`src/rtl/pipe_hazard_ctrl.sv`:
```
// Stall/flush sequencer for a 5-stage IF/ID/EX/MEM/WB pipeline.
// Combines load-use, MEM-stage redirect and dmem-wait conditions into
// per-stage enable/flush controls. It also keeps saturating stall and
// flush counters and a sticky dmem timeout flag.
// Priority is memory wait > redirect > load-use.
module pipe_hazard_ctrl #(
  parameter int REDIRECT_CYC = 0,
  parameter int TIMEOUT      = 255,
  parameter int CNT_W        = 16
) (
  input  logic             clk,
  input  logic             rst_n,
  input  logic [4:0]       id_rs1,
  input  logic [4:0]       id_rs2,
  input  logic             id_use_rs1,
  input  logic             id_use_rs2,
  input  logic [4:0]       ex_rd,
  input  logic             ex_is_load,
  input  logic             mem_pcsel,
  input  logic             mem_dmem_req,
  input  logic             dmem_ready,
  output logic             pc_en,
  output logic             ifid_en,
  output logic             ifid_flush,
  output logic             idex_en,
  output logic             idex_flush,
  output logic             exmem_en,
  output logic             exmem_flush,
  output logic             memwb_flush,
  output logic             dmem_timeout,
  output logic [CNT_W-1:0] stall_cnt,
  output logic [CNT_W-1:0] flush_cnt,
  output logic [1:0]       state
);

  typedef enum logic [1:0] {
    RUN       = 2'd0,
    DMEM_WAIT = 2'd1,
    REDIRECT  = 2'd2
  } state_t;

  localparam int RC_W = (REDIRECT_CYC < 2) ? 1 : $clog2(REDIRECT_CYC + 1);
  localparam logic [RC_W-1:0]  RC_LOAD = RC_W'(REDIRECT_CYC);
  localparam logic [RC_W-1:0]  RC_ONE  = RC_W'(1);
  localparam logic [RC_W-1:0]  RC_ZERO = '0;
  localparam logic [15:0]      TO_VAL  = 16'(TIMEOUT);
  localparam logic [CNT_W-1:0] CNT_ONE = CNT_W'(1);

  state_t          cur_state, nxt_state;
  logic [RC_W-1:0] rc_q, rc_d;
  logic [15:0]     wait_q, wait_d;
  logic            timeout_d;
  logic            lu, mw;

  // Hazard detection: x0 never creates a dependency.
  assign lu = ex_is_load && (ex_rd != 5'd0) &&
              ((id_use_rs1 && (ex_rd == id_rs1)) ||
               (id_use_rs2 && (ex_rd == id_rs2)));
  assign mw = mem_dmem_req && !dmem_ready;

  assign state = cur_state;

  // Next-state, counter updates and stage controls.
  // A stage register takes new data only when its enable is 1.
  // When its flush is 1, it loads a NOP instead of the stage data.
  always_comb begin
    pc_en       = 1'b1;
    ifid_en     = 1'b1;
    ifid_flush  = 1'b0;
    idex_en     = 1'b1;
    idex_flush  = 1'b0;
    exmem_en    = 1'b1;
    exmem_flush = 1'b0;
    memwb_flush = 1'b0;
    nxt_state   = cur_state;
    rc_d        = rc_q;
    wait_d      = wait_q;
    if (mw) begin
      // Freeze everything up to MEM and bubble into WB.
      // The redirect countdown is preserved so it can resume later.
      pc_en     = 1'b0;
      ifid_en   = 1'b0;
      idex_en   = 1'b0;
      exmem_en  = 1'b0;
      memwb_flush = 1'b1;
      nxt_state = DMEM_WAIT;
      if (wait_q != TO_VAL) wait_d = wait_q + 16'd1;
    end else begin
      if (cur_state == DMEM_WAIT) begin
        wait_d    = 16'd0;
        nxt_state = (rc_q != RC_ZERO) ? REDIRECT : RUN;
      end
      if (cur_state == REDIRECT) begin
        ifid_flush = 1'b1;
        if (rc_q != RC_ZERO) rc_d = rc_q - RC_ONE;
        if (rc_q <= RC_ONE) nxt_state = RUN;
      end
      if (mem_pcsel) begin
        ifid_flush  = 1'b1;
        idex_flush  = 1'b1;
        exmem_flush = 1'b1;
        if (REDIRECT_CYC > 0) begin
          nxt_state = REDIRECT;
          rc_d      = RC_LOAD;
        end else begin
          nxt_state = RUN;
        end
      end else if (lu && (cur_state != REDIRECT)) begin
        // Hold IF and ID for one cycle and bubble into EX.
        pc_en      = 1'b0;
        ifid_en    = 1'b0;
        idex_flush = 1'b1;
      end
    end
    timeout_d = dmem_timeout || (mw && (wait_d == TO_VAL));
  end

  // State, counters and sticky flag; all cleared asynchronously.
  always_ff @(posedge clk or negedge rst_n) begin
    if (!rst_n) begin
      cur_state    <= RUN;
      rc_q         <= '0;
      wait_q       <= '0;
      dmem_timeout <= 1'b0;
      stall_cnt    <= '0;
      flush_cnt    <= '0;
    end else begin
      cur_state    <= nxt_state;
      rc_q         <= rc_d;
      wait_q       <= wait_d;
      dmem_timeout <= timeout_d;
      if (!pc_en && (stall_cnt != '1)) stall_cnt <= stall_cnt + CNT_ONE;
      if (mem_pcsel && !mw && (flush_cnt != '1)) flush_cnt <= flush_cnt + CNT_ONE;
    end
  end

endmodule

```
`config.mk`:
```
export PLATFORM = sky130hd
export DESIGN_NAME = pipe_hazard_ctrl
export DESIGN_NICKNAME = d
export VERILOG_FILES = /design/src/rtl/pipe_hazard_ctrl.sv
export SDC_FILE = /design/constraint.sdc
export NUM_CORES = 1
export LEC_CHECK = 0
export ABC_CLOCK_PERIOD_IN_PS = 2500
export BUFFER_PORTS_ARGS = -buffer_cell sky130_fd_sc_hd__buf_4
export CORE_MARGIN = 2
export CORE_UTILIZATION = 35
export DETAILED_ROUTE_END_ITERATION = 8
export SKIP_CTS_REPAIR_TIMING = 1
export SYNTH_ARGS = -nofsm -noshare
export SYNTH_HDL_FRONTEND = slang
export SYNTH_SLANG_ARGS = --single-unit
```
`constraint.sdc`:
```
create_clock -name clk -period 2.5 [get_ports clk]
set_input_delay 0.375 -clock clk [delete_from_list [all_inputs] [get_ports clk]]
set_output_delay 0.375 -clock clk [all_outputs]
set_load 0.05 [all_outputs]
```
# Yosys cells after proc, flatten, opt, wreduce, memory -nomap -nowiden
# Index checks and enable logic that the tools add are counted.
dict set report word_totals {
  regBits 52
  out_inout_bits 43
  word_cells 61
  inputBits 23
}
dict set report op_classes {
  reduce_logical 17
  mux 23
  bitwise_logic 1
  n_eq_ne 9
  add_sub_neg 4
  magnitude_cmp 1
}
# cell count
set op_table {}
lappend op_table {{$add 16x1->16 const B} 3}
lappend op_table {{$mux 16} 3}
lappend op_table {{$ne 16x16->1 const B} 2}
lappend op_table {{$eq 16x8->1 const B} 1}
lappend op_table {{$ne 16x8->1 const B} 1}
lappend op_table {{$mux 1} 14}
lappend op_table {{$mux 2} 6}
lappend op_table {{$eq 5x5->1} 2}
lappend op_table {{$logic_and 1x1->1} 10}
lappend op_table {{$reduce_bool 5->1} 1}
lappend op_table {{$logic_not 1->1} 3}
lappend op_table {{$eq 2x1->1 const B} 1}
lappend op_table {{$eq 2x2->1 const B} 1}
lappend op_table {{$logic_or 1x1->1} 2}
lappend op_table {{$ne 2x2->1 const B} 1}
lappend op_table {{$reduce_and 2->1} 1}
lappend op_table {{$le 1x1->1 const B} 1}
lappend op_table {{$not 1->1} 1}
lappend op_table {{$sub 1x1->1 const B} 1}

# Logic depth before layout (Yosys ltp)
# Gate-level depths: netlist (run 1).
dict set report logic_depth {
  word_depth 10
  ltp_mapped 9
  depth_no_buf 7
}

# Worst setup path after synthesis (run 1)
# No wires, ideal clock.
dict set report synth_timing {
  path_kind {input to output}
  start {in dmem_ready}
  end {out pc_en}
  path_slack_ns -1.174
  arrival_ns 3.299
  path_buffers 4
  required_time_ns 2.125
  cell_stages 7
  path_cell_list {nand2b_1 clkbuf_1 inv_1 buf_1 a31oi_1 clkbuf_1 buf_4}
}
dict set report synth_via {
  elab_chain_cells 3
}
# item line_no
set synth_rtl {}
lappend synth_rtl {{from (decl)} 21} ;# input logic dmem_ready,
lappend synth_rtl {{$logic_not 1->1} 59} ;# assign mw = mem_dmem_req && !dmem_ready;
lappend synth_rtl {{$logic_and 1x1->1} 59}
lappend synth_rtl {{$mux 1} n/a}
lappend synth_rtl {{to (decl)} 22} ;# output logic pc_en,
# No other way between the ends.

# Worst setup path after layout (run 1)
dict set report layout_timing {
  start {reg wait_q[12]}
  end {reg dmem_timeout}
}
dict set report layout_via {
  elab_chain_cells 6
  elab_cells_between_ends 8
  classes_between {add/sub: 1; eq/ne: 2; mux: 3; reduce/logical: 2}
}
# item line_no
set layout_rtl {}
lappend layout_rtl {{from (decl)} 51} ;# logic [15:0] wait_q, wait_d;
lappend layout_rtl {{from (signal assigned)} 130} ;# wait_q <= wait_d;
lappend layout_rtl {{$ne 16x8->1} 87} ;# if (wait_q != TO_VAL) wait_d = wait_q + 16'd1;
lappend layout_rtl {{$mux 16} 87}
lappend layout_rtl {{$mux 16} 78} ;# if (mw) begin
lappend layout_rtl {{net wait_d[2]} 51}
lappend layout_rtl {{$eq 16x8->1} 115} ;# timeout_d = dmem_timeout || (mw && (wait_d == TO_VAL));
lappend layout_rtl {{$logic_and 1x1->1} 115}
lappend layout_rtl {{$logic_or 1x1->1} 115}
lappend layout_rtl {{net timeout_d} 52} ;# logic timeout_d;
lappend layout_rtl {{to (signal assigned)} 131} ;# dmem_timeout <= timeout_d;
lappend layout_rtl {{to (decl)} 30} ;# output logic dmem_timeout,
# The timed path passes the listed nets, and every way through them passes these cells.
# A chain may end at the register's enable or synchronous reset.

==> results list, run 1 <==
- The flow ran to the end, and the final reports show no timing, DRC or antenna violations.
* Met3 WL: roughly 330 um
- CP max stage cell: sky130_fd_sc_hd__or4_4
* Switching power summed over all nets: 0.001097 W
- The number of antenna diodes in the final layout is 0.
* Sink count of the clock tree: 50
- Synthesis produced a netlist whose cell count is between 200 and 300.
- Die boundary width: approximately 92 um
* Area leader, netlist: sky130_fd_sc_hd__dfrtp_1
- Max-slew headroom at the worst pin: 57.13%
- Wire length of the first global-routing pass: between 10 and 15 mm
- Cell types with the largest area share after synthesis: sky130_fd_sc_hd__dfrtp_1 (46%), sky130_fd_sc_hd__xnor2_1 (6.7%), sky130_fd_sc_hd__xor2_1 (6.1%)
* Fraction of registers with async set or reset after synthesis: 100.0%
- Largest net degree at the start of global routing: between 50 and 60
- DRC marker count from the first detailed-route iteration: approximately 110
* Overall routed net length: just over 6 mm
- The core region is between 7000 and 8000 um^2.
* Area of the multi-input gates: between 1000 and 1500 um^2
* Worst skew pair latency: 300 ps
* Slew at the pin with the worst max-slew slack: around 640 ps
- After legalization and detailed placement, the total HPWL measured 4.599 mm.
- Global routing finished with a remaining overflow of 0.
- Ordered list of cells on the worst path: or4_4 > o41a_1 > a311oi_4 > o211ai_1 > nor4_2 > a41o_1
- The die covers roughly 8500 um^2.
- In this design, the stage delay of the slowest critical-path cell is around 540 ps.
* Share of power burned in combinational logic: 35.3%
- Max rail drop VDD: approximately 800 uV
* FF-to-FF setup slack: approximately 140 ps
* Count of fill cells added during filler insertion: roughly 740
- The number of global-route vias before repair came to ~2.2k.
* Final routed DRC violation total: 0
- The share of total power dissipated in sequential elements is between 40% and 50%.
* DR pass1 iterations: 4
- CTS placed an instance of sky130_fd_sc_hd__clkbuf_8 at the clock tree root.
- Number of warning messages in the yosys log: 0
- Remaining antenna violation count: 0
- Die span in y: roughly 90 um
- Final weighted congestion of routability-driven global placement: approximately 0.83
- Post-detailed-route via-to-cell ratio: roughly 5
* Critical register-to-register path endpoint: dmem_timeout
* R2r worst-path depth: 6
- Final setup viols: 0
- Aggregate global-route resource usage: between 10% and 20%
- Number of antenna violations at the first check in global routing: 0
- In this run the deepest clock path goes through 2 buffers.
* Top metal layer carrying routed signals: met4
- The critical path contains buffers and inverters numbering 0 combined.
- Count of distinct cell types in the synthesized netlist: 47
- Summed over all cells, the static leakage comes to between 1.5 and 2 nW.
- Aggregate negative setup slack: 0 ps
- After synthesis, flip-flops and latches occupy between 40% and 50% of the total area.
* CTS H-Tree Depth: 2
* Per-instance average area after synthesis: ~9.8 um^2
* Overall power consumption: 0.002767 W
- RSZ-0062 raised after global routing: no
- Area of the mapped netlist: between 2000 and 3000 um^2
- The tool flagged a number of max-cap violations equal to 0.
- Worst min-delay path category: input port to async pin
- Biggest fanout along the worst timing path: 5
- Net switching share of the total power: 39.66%
- The worst setup path is captured at a flip-flop.
- Clock buffer count from CTS: 5
- Input and output buffers added on the ports amount to 64.
- Hold Fails Final Rpt: 0
- For this block, wires on met1 add up to 2.942 mm.
- Reg-to-reg startpoint: wait_q[12]
- The final layout contains roughly 380 nets.
- Layout Skew: around 10 ps
- At the worst endpoint, the arrival time is about 2600 ps.
* Final Instance Area: 3553 um^2
- Net count after synthesis: 304
- The final number of max-transition violations came to 0.
- Period utilisation layout: between 90% and 100%
- The routed design uses ~2.7 mm of met2 wire.
- Most instantiated flip-flop cell in the synthesis netlist: sky130_fd_sc_hd__dfrtp_1
- Initial Util: 35.72%
- FF+latch area: between 1000 and 1500 um^2
- Grouping stages by cell kind, the critical path spends the most delay in compound AO/OA/AOI/OAI gates.
* Synthesis-to-finish area growth: 30.10%
- Once placement finished, the instance area stood at between 3000 and 4000 um^2.
- Share of Yosys cell area claimed by the top area cell type: a little under half
- TritonCTS built the clock tree.
- Required time reported for the critical path endpoint: approximately 2700 ps
- Dividing the detail-routed wire length by the instance count gives between 10 and 15 um.
- The initialized floorplan defines 32 standard-cell rows.
- Synthesis inferred 50 register bits.
- The clock network is responsible for around 24% of the overall power.
- Power density of the placed cells: around 780 nW/um^2
- Fmax: roughly 0.42 GHz
- The post-route netlist has between 20% and 30% of its cells at a drive strength greater than 1.
* DR vias: roughly 2.3k
* Sort of element at the start of the critical path: flip-flop
* EDFF count, synth: 0
- In this run the count of I/O pins placed on the die edge is 66.
- By startpoint and endpoint, the worst setup path is classified as flip-flop to flip-flop.
- Internal power: around 0.0017 W
- After clock tree synthesis, the clock-pin slew on the worst setup and hold paths is roughly 100 ps.
- Minimum clock period: approximately 2400 ps
## synthesized netlist by cell type (all sizes together), types with 4 or more instances
library cell,number
nand4,14
a21oi,5
and4,6
o211ai,4
xor2,19
nor3,8
dfrtp,50
buf,5
nor4,9
mux2i,6
inv,9
clkbuf,6
nand3,18
or4,4
o21ai,7
nand2,30
o31ai,4
xnor2,21
nor2,15
and3,5
## logic make-up after synthesis
logic type	share of synthesized area, %
compound gates	9.299
other cells	0.1373
xor+xnor	12.83
buf+inv	3.435
fa+ha+maj	1.374
mux	2.611
simple gates	24.51
flops	45.81
## cell usage in the layout (no fill, tap or decap), types with 6 or more instances in the layout
cell,Yosys,final
sky130_fd_sc_hd__buf_4,3,81
sky130_fd_sc_hd__dfrtp_1,50,50
sky130_fd_sc_hd__nand2_1,30,30
sky130_fd_sc_hd__xnor2_1,21,21
sky130_fd_sc_hd__xor2_1,19,19
sky130_fd_sc_hd__nand3_1,18,18
sky130_fd_sc_hd__nand4_1,14,14
sky130_fd_sc_hd__nor2_1,15,14
sky130_fd_sc_hd__inv_1,9,9
sky130_fd_sc_hd__nor3_1,8,8
sky130_fd_sc_hd__nor4_1,8,8
sky130_fd_sc_hd__o21ai_0,7,7
sky130_fd_sc_hd__and4_1,6,6
sky130_fd_sc_hd__mux2i_1,6,6
## routing by layer
metal  GRT usage, %  vias up
met4          3.483        0
met3          3.255        7
met2          22.69       67
met5              0        -
li1               -     1154
met1          21.18     1093
## power groups by stage
stage / Sequential [W] / Clock [W] / Combinational [W]
2_1_floorplan: 0.00148 / 0 / 0.000298
3_3_place_gp: 0.00113 / 0 / 0.000979
3_5_place_dp: 0.00113 / 0 / 0.000984
4_1_cts: 0.00112 / 0.000695 / 0.000986
5_1_grt: 0.00114 / 0.000727 / 0.00104
6_report: 0.00112 / 0.000671 / 0.000978
## layout make-up
class	instances	share of cell area, %
tap	102	3.592
timing repair buffer	81	17.11
inverter	9	0.9507
clock buffer	5	1.937
sequential	50	35.21
clock inverter	3	1.937
multi-input combinational	208	39.26
## worst max-delay path by stage
stage	from	endpoint	cells after the start
after floorplan	dmem_ready	flush_cnt[15]	8
after global placement	wait_q[12]	dmem_timeout	6
after detailed placement	wait_q[12]	dmem_timeout	6
after CTS	wait_q[14]	dmem_timeout	6
after global routing	wait_q[14]	dmem_timeout	6
final	wait_q[12]	dmem_timeout	6
## stage by stage
| step | worst slack [ps] | utilization (%) | hold WS [ps] | cells |
|---|---|---|---|---|
| floorplan | -78.84 | - | 79.41 | 278 |
| global placement | 208.7 | 44.67 | 453.0 | 450 |
| detailed placement | 179.4 | 44.67 | 454.1 | 450 |
| CTS | 134.9 | 46.47 | 117.6 | 458 |
| global route | 28.32 | 46.47 | 128.7 | 458 |
| finish | 141.2 | 46.47 | 95.29 | 458 |
## state kept, by name, indices dropped and copies added (netlist names)
signal,cells
wait_q,16
dmem_timeout,1
stall_cnt,16
state,1
flush_cnt,16
Power figures use the tool's default switching activity.
==> run 2, diff against run 1 <==
- GPL_ROUTABILITY_DRIVEN: unset -> 1
- PLACE_DENSITY: unset -> 0.55
==> run 2 against run 1 <==
Largest power group unchanged. Sequential power hardly changed. Via count about the same. Critical endpoint unchanged. Utilization is 1.0 points lower. Register-to-register slack improved by 50 ps. Die area stayed put. Worst setup slack improved by 48 ps.
==> results list, run 2 (synthesized netlist as in run 1, its figures left out) <==
- Ratio of cells with drive above 1 in the final layout: 27.27%
- Die span in y: between 90 and 100 um
- The critical path starts at wait_q[12].
- Walking the worst path, the cells encountered are or4_4 > o41a_1 > a311oi_4 > o211ai_1 > nor4_2 > a41o_1.
* CP max stage cell: sky130_fd_sc_hd__or4_4
* Critical path capture point type: flip-flop
- Max-slew headroom at the worst pin: 56.33%
* Slowest cell delay on critical path: around 540 ps
* Cell Area, Placed: about 3400 um^2
* Reg-to-reg startpoint: wait_q[12]
* Worst skew pair latency: roughly 300 ps
* Layout Skew: 5.854 ps
* Critical register-to-register path endpoint: dmem_timeout
- Global routing consumed, over all layers together, around 15% of the routing resources.
- VDD sags by at most 494.1 uV.
- Overall power consumption: 0.002576 W
- Clock buffer count from CTS: 5
- In this run the count of I/O pins placed on the die edge is 66.
* Floorplan Core Area: approximately 7600 um^2
* Master cell of the clock root buffer: sky130_fd_sc_hd__clkbuf_8
- Counting I/O delays and the setup requirement, the final critical path takes between 2000 and 2500 ps.
- TritonCTS built the clock tree.
- Leading registers by flop count: flush_cnt x16, stall_cnt x16, wait_q x16
* DR vias: around 2.3k
* Maximum root-to-sink buffer count: 2
* FF-to-FF setup slack: 190 ps
* DRC marker count from the first detailed-route iteration: 113
- Clock-pin slew was measured on the worst setup and hold paths at roughly 90 ps.
- Overall routed net length: a little over 6 mm
- Leak: roughly 1.6 nW
- The critical path is of the flip-flop to flip-flop type.
* Detailed placement HPWL: 4.656 mm
- Slew at the pin with the worst max-slew slack: 655.1 ps
- Count of fill cells added during filler insertion: about 760
* Critical path depth: 6
* Number of antenna repair diodes: 0
- Via count of the first global-routing pass: 2241
- In the final layout, the multi-input gates occupy between 1000 and 1500 um^2.
- Biggest fanout along the worst timing path: 5
* Power density of the placed cells: 740.9 nW/um^2
- The die covers between 8000 and 9000 um^2.
- The library cells used most frequently in the layout, excluding fill and tap cells, are sky130_fd_sc_hd__buf_4 (77), sky130_fd_sc_hd__dfrtp_1 (50), sky130_fd_sc_hd__nand2_1 (30), sky130_fd_sc_hd__xnor2_1 (21), sky130_fd_sc_hd__xor2_1 (19).
- Max_cap viols: 0
- The floorplan step set the die width to a little over 90 um.
* Most common cell after layout, fill and taps aside: sky130_fd_sc_hd__buf_4
- For this run, design rule violations remaining after detail routing come to 0.
- Placed Cells: between 400 and 500
- The kind of cell with the highest combined delay along the critical path is compound AO/OA/AOI/OAI gates.
- Final weighted congestion of routability-driven global placement: around 0.84
- Compared with the post-synthesis result, the final layout area differs by 27.30%.
* Final-stage net count: ~380
* Run status: complete, no violations
- Worst path arrival time: roughly 2600 ps
- Sort of element at the start of the critical path: flip-flop
- PortBufs: 64
* Wire length of the first global-routing pass: about 10 mm
- For this configuration, the core starts out at a cell density of 35.72%.
- The critical path contains buffers and inverters numbering 0 combined.
* Number of max-slew violations in the final report: 0
- The number of antenna violations at the first check in global routing was 0.
- After detailed routing, the number of vias per cell comes to 5.115.
- At the worst endpoint, the required time is 2750 ps.
- RSZ-0062 raised after global routing: no
- Largest net degree at the start of global routing: 51
- In this run the core area contains 32 standard-cell rows.
* Remaining antenna violation count: 0
* Remaining global-route overflow: 0
- DR pass1 iterations: 4
- The H-tree generated during clock tree synthesis spans 2 levels.
* R2r worst-path depth: 6
* Fmax: around 0.43 GHz
- FF+latch area: 1251 um^2
* Routed len/inst: 13.66 um
- For this design, the sink count on the clock tree is 50.
- Setup violations remaining at the end of the flow were counted as 0.
- Finished Layout Cells: 454
* Aggregate negative setup slack: 0 ps
* Critical Path End: dmem_timeout
- The path class of the tightest hold or removal check is input port to async pin.
* Final Instance Area: between 3000 and 4000 um^2
- Period utilisation layout: between 90 and 100%
* Hold Fails Final Rpt: 0
[run 2: changes by cell type in the layout (fill, tap and decap cells not counted)]
cell                        before  now
sky130_fd_sc_hd__buf_4          81   77
sky130_fd_sc_hd__clkbuf_8        5    6
sky130_fd_sc_hd__bufinv_16       2    0
sky130_fd_sc_hd__clkinv_4        1    0
sky130_fd_sc_hd__clkbuf_1        0    1
sky130_fd_sc_hd__clkinv_2        0    1
[run 2: worst min-delay path by stage]
stage          slack (ps)       endpoint  cells past startpoint
3_5_place_dp          460  stall_cnt[14]                      1
2_1_floorplan          80   dmem_timeout                      0
4_1_cts               120      wait_q[8]                      1
6_report              100      wait_q[8]                      1
5_1_grt               150      wait_q[8]                      1
3_3_place_gp          460       state[0]                      1
[run 2: stage by stage]
stage	setup WS, ps	util (%)	hold slack (ps)
after detailed placement	196.9	44.27	464.7
after global routing	64.30	45.47	146.7
after global placement	215.3	44.27	458.6
final	189.2	45.47	99.77
after floorplan	-78.84	-	79.41
after CTS	176.3	45.47	122.7
[run 2: cell type report]
type                            instances  share of cell area [%]
Clock buffer                            7                   2.483
Multi-Input combinational cell        208                   40.12
Clock inverter                          1                  0.1439
Tap cell                              102                   3.670
Inverter                                9                  0.9716
Sequential cell                        50                   35.98
Timing Repair Buffer                   77                   16.62
[run 2: where the power goes]
part	switching, W	internal [W]
clock network	0.000260	0.000224
registers	0.000176	0.000938
logic	0.000650	0.000330
[run 2: per-layer routing]
metal	track usage [%]	vias to the layer above	routed length [um]
met5	0	-	0
met4	4.726	0	119
met3	3.987	10	361
met2	24.94	67	2944
met1	19.74	1099	2776
li1	-	1146	-
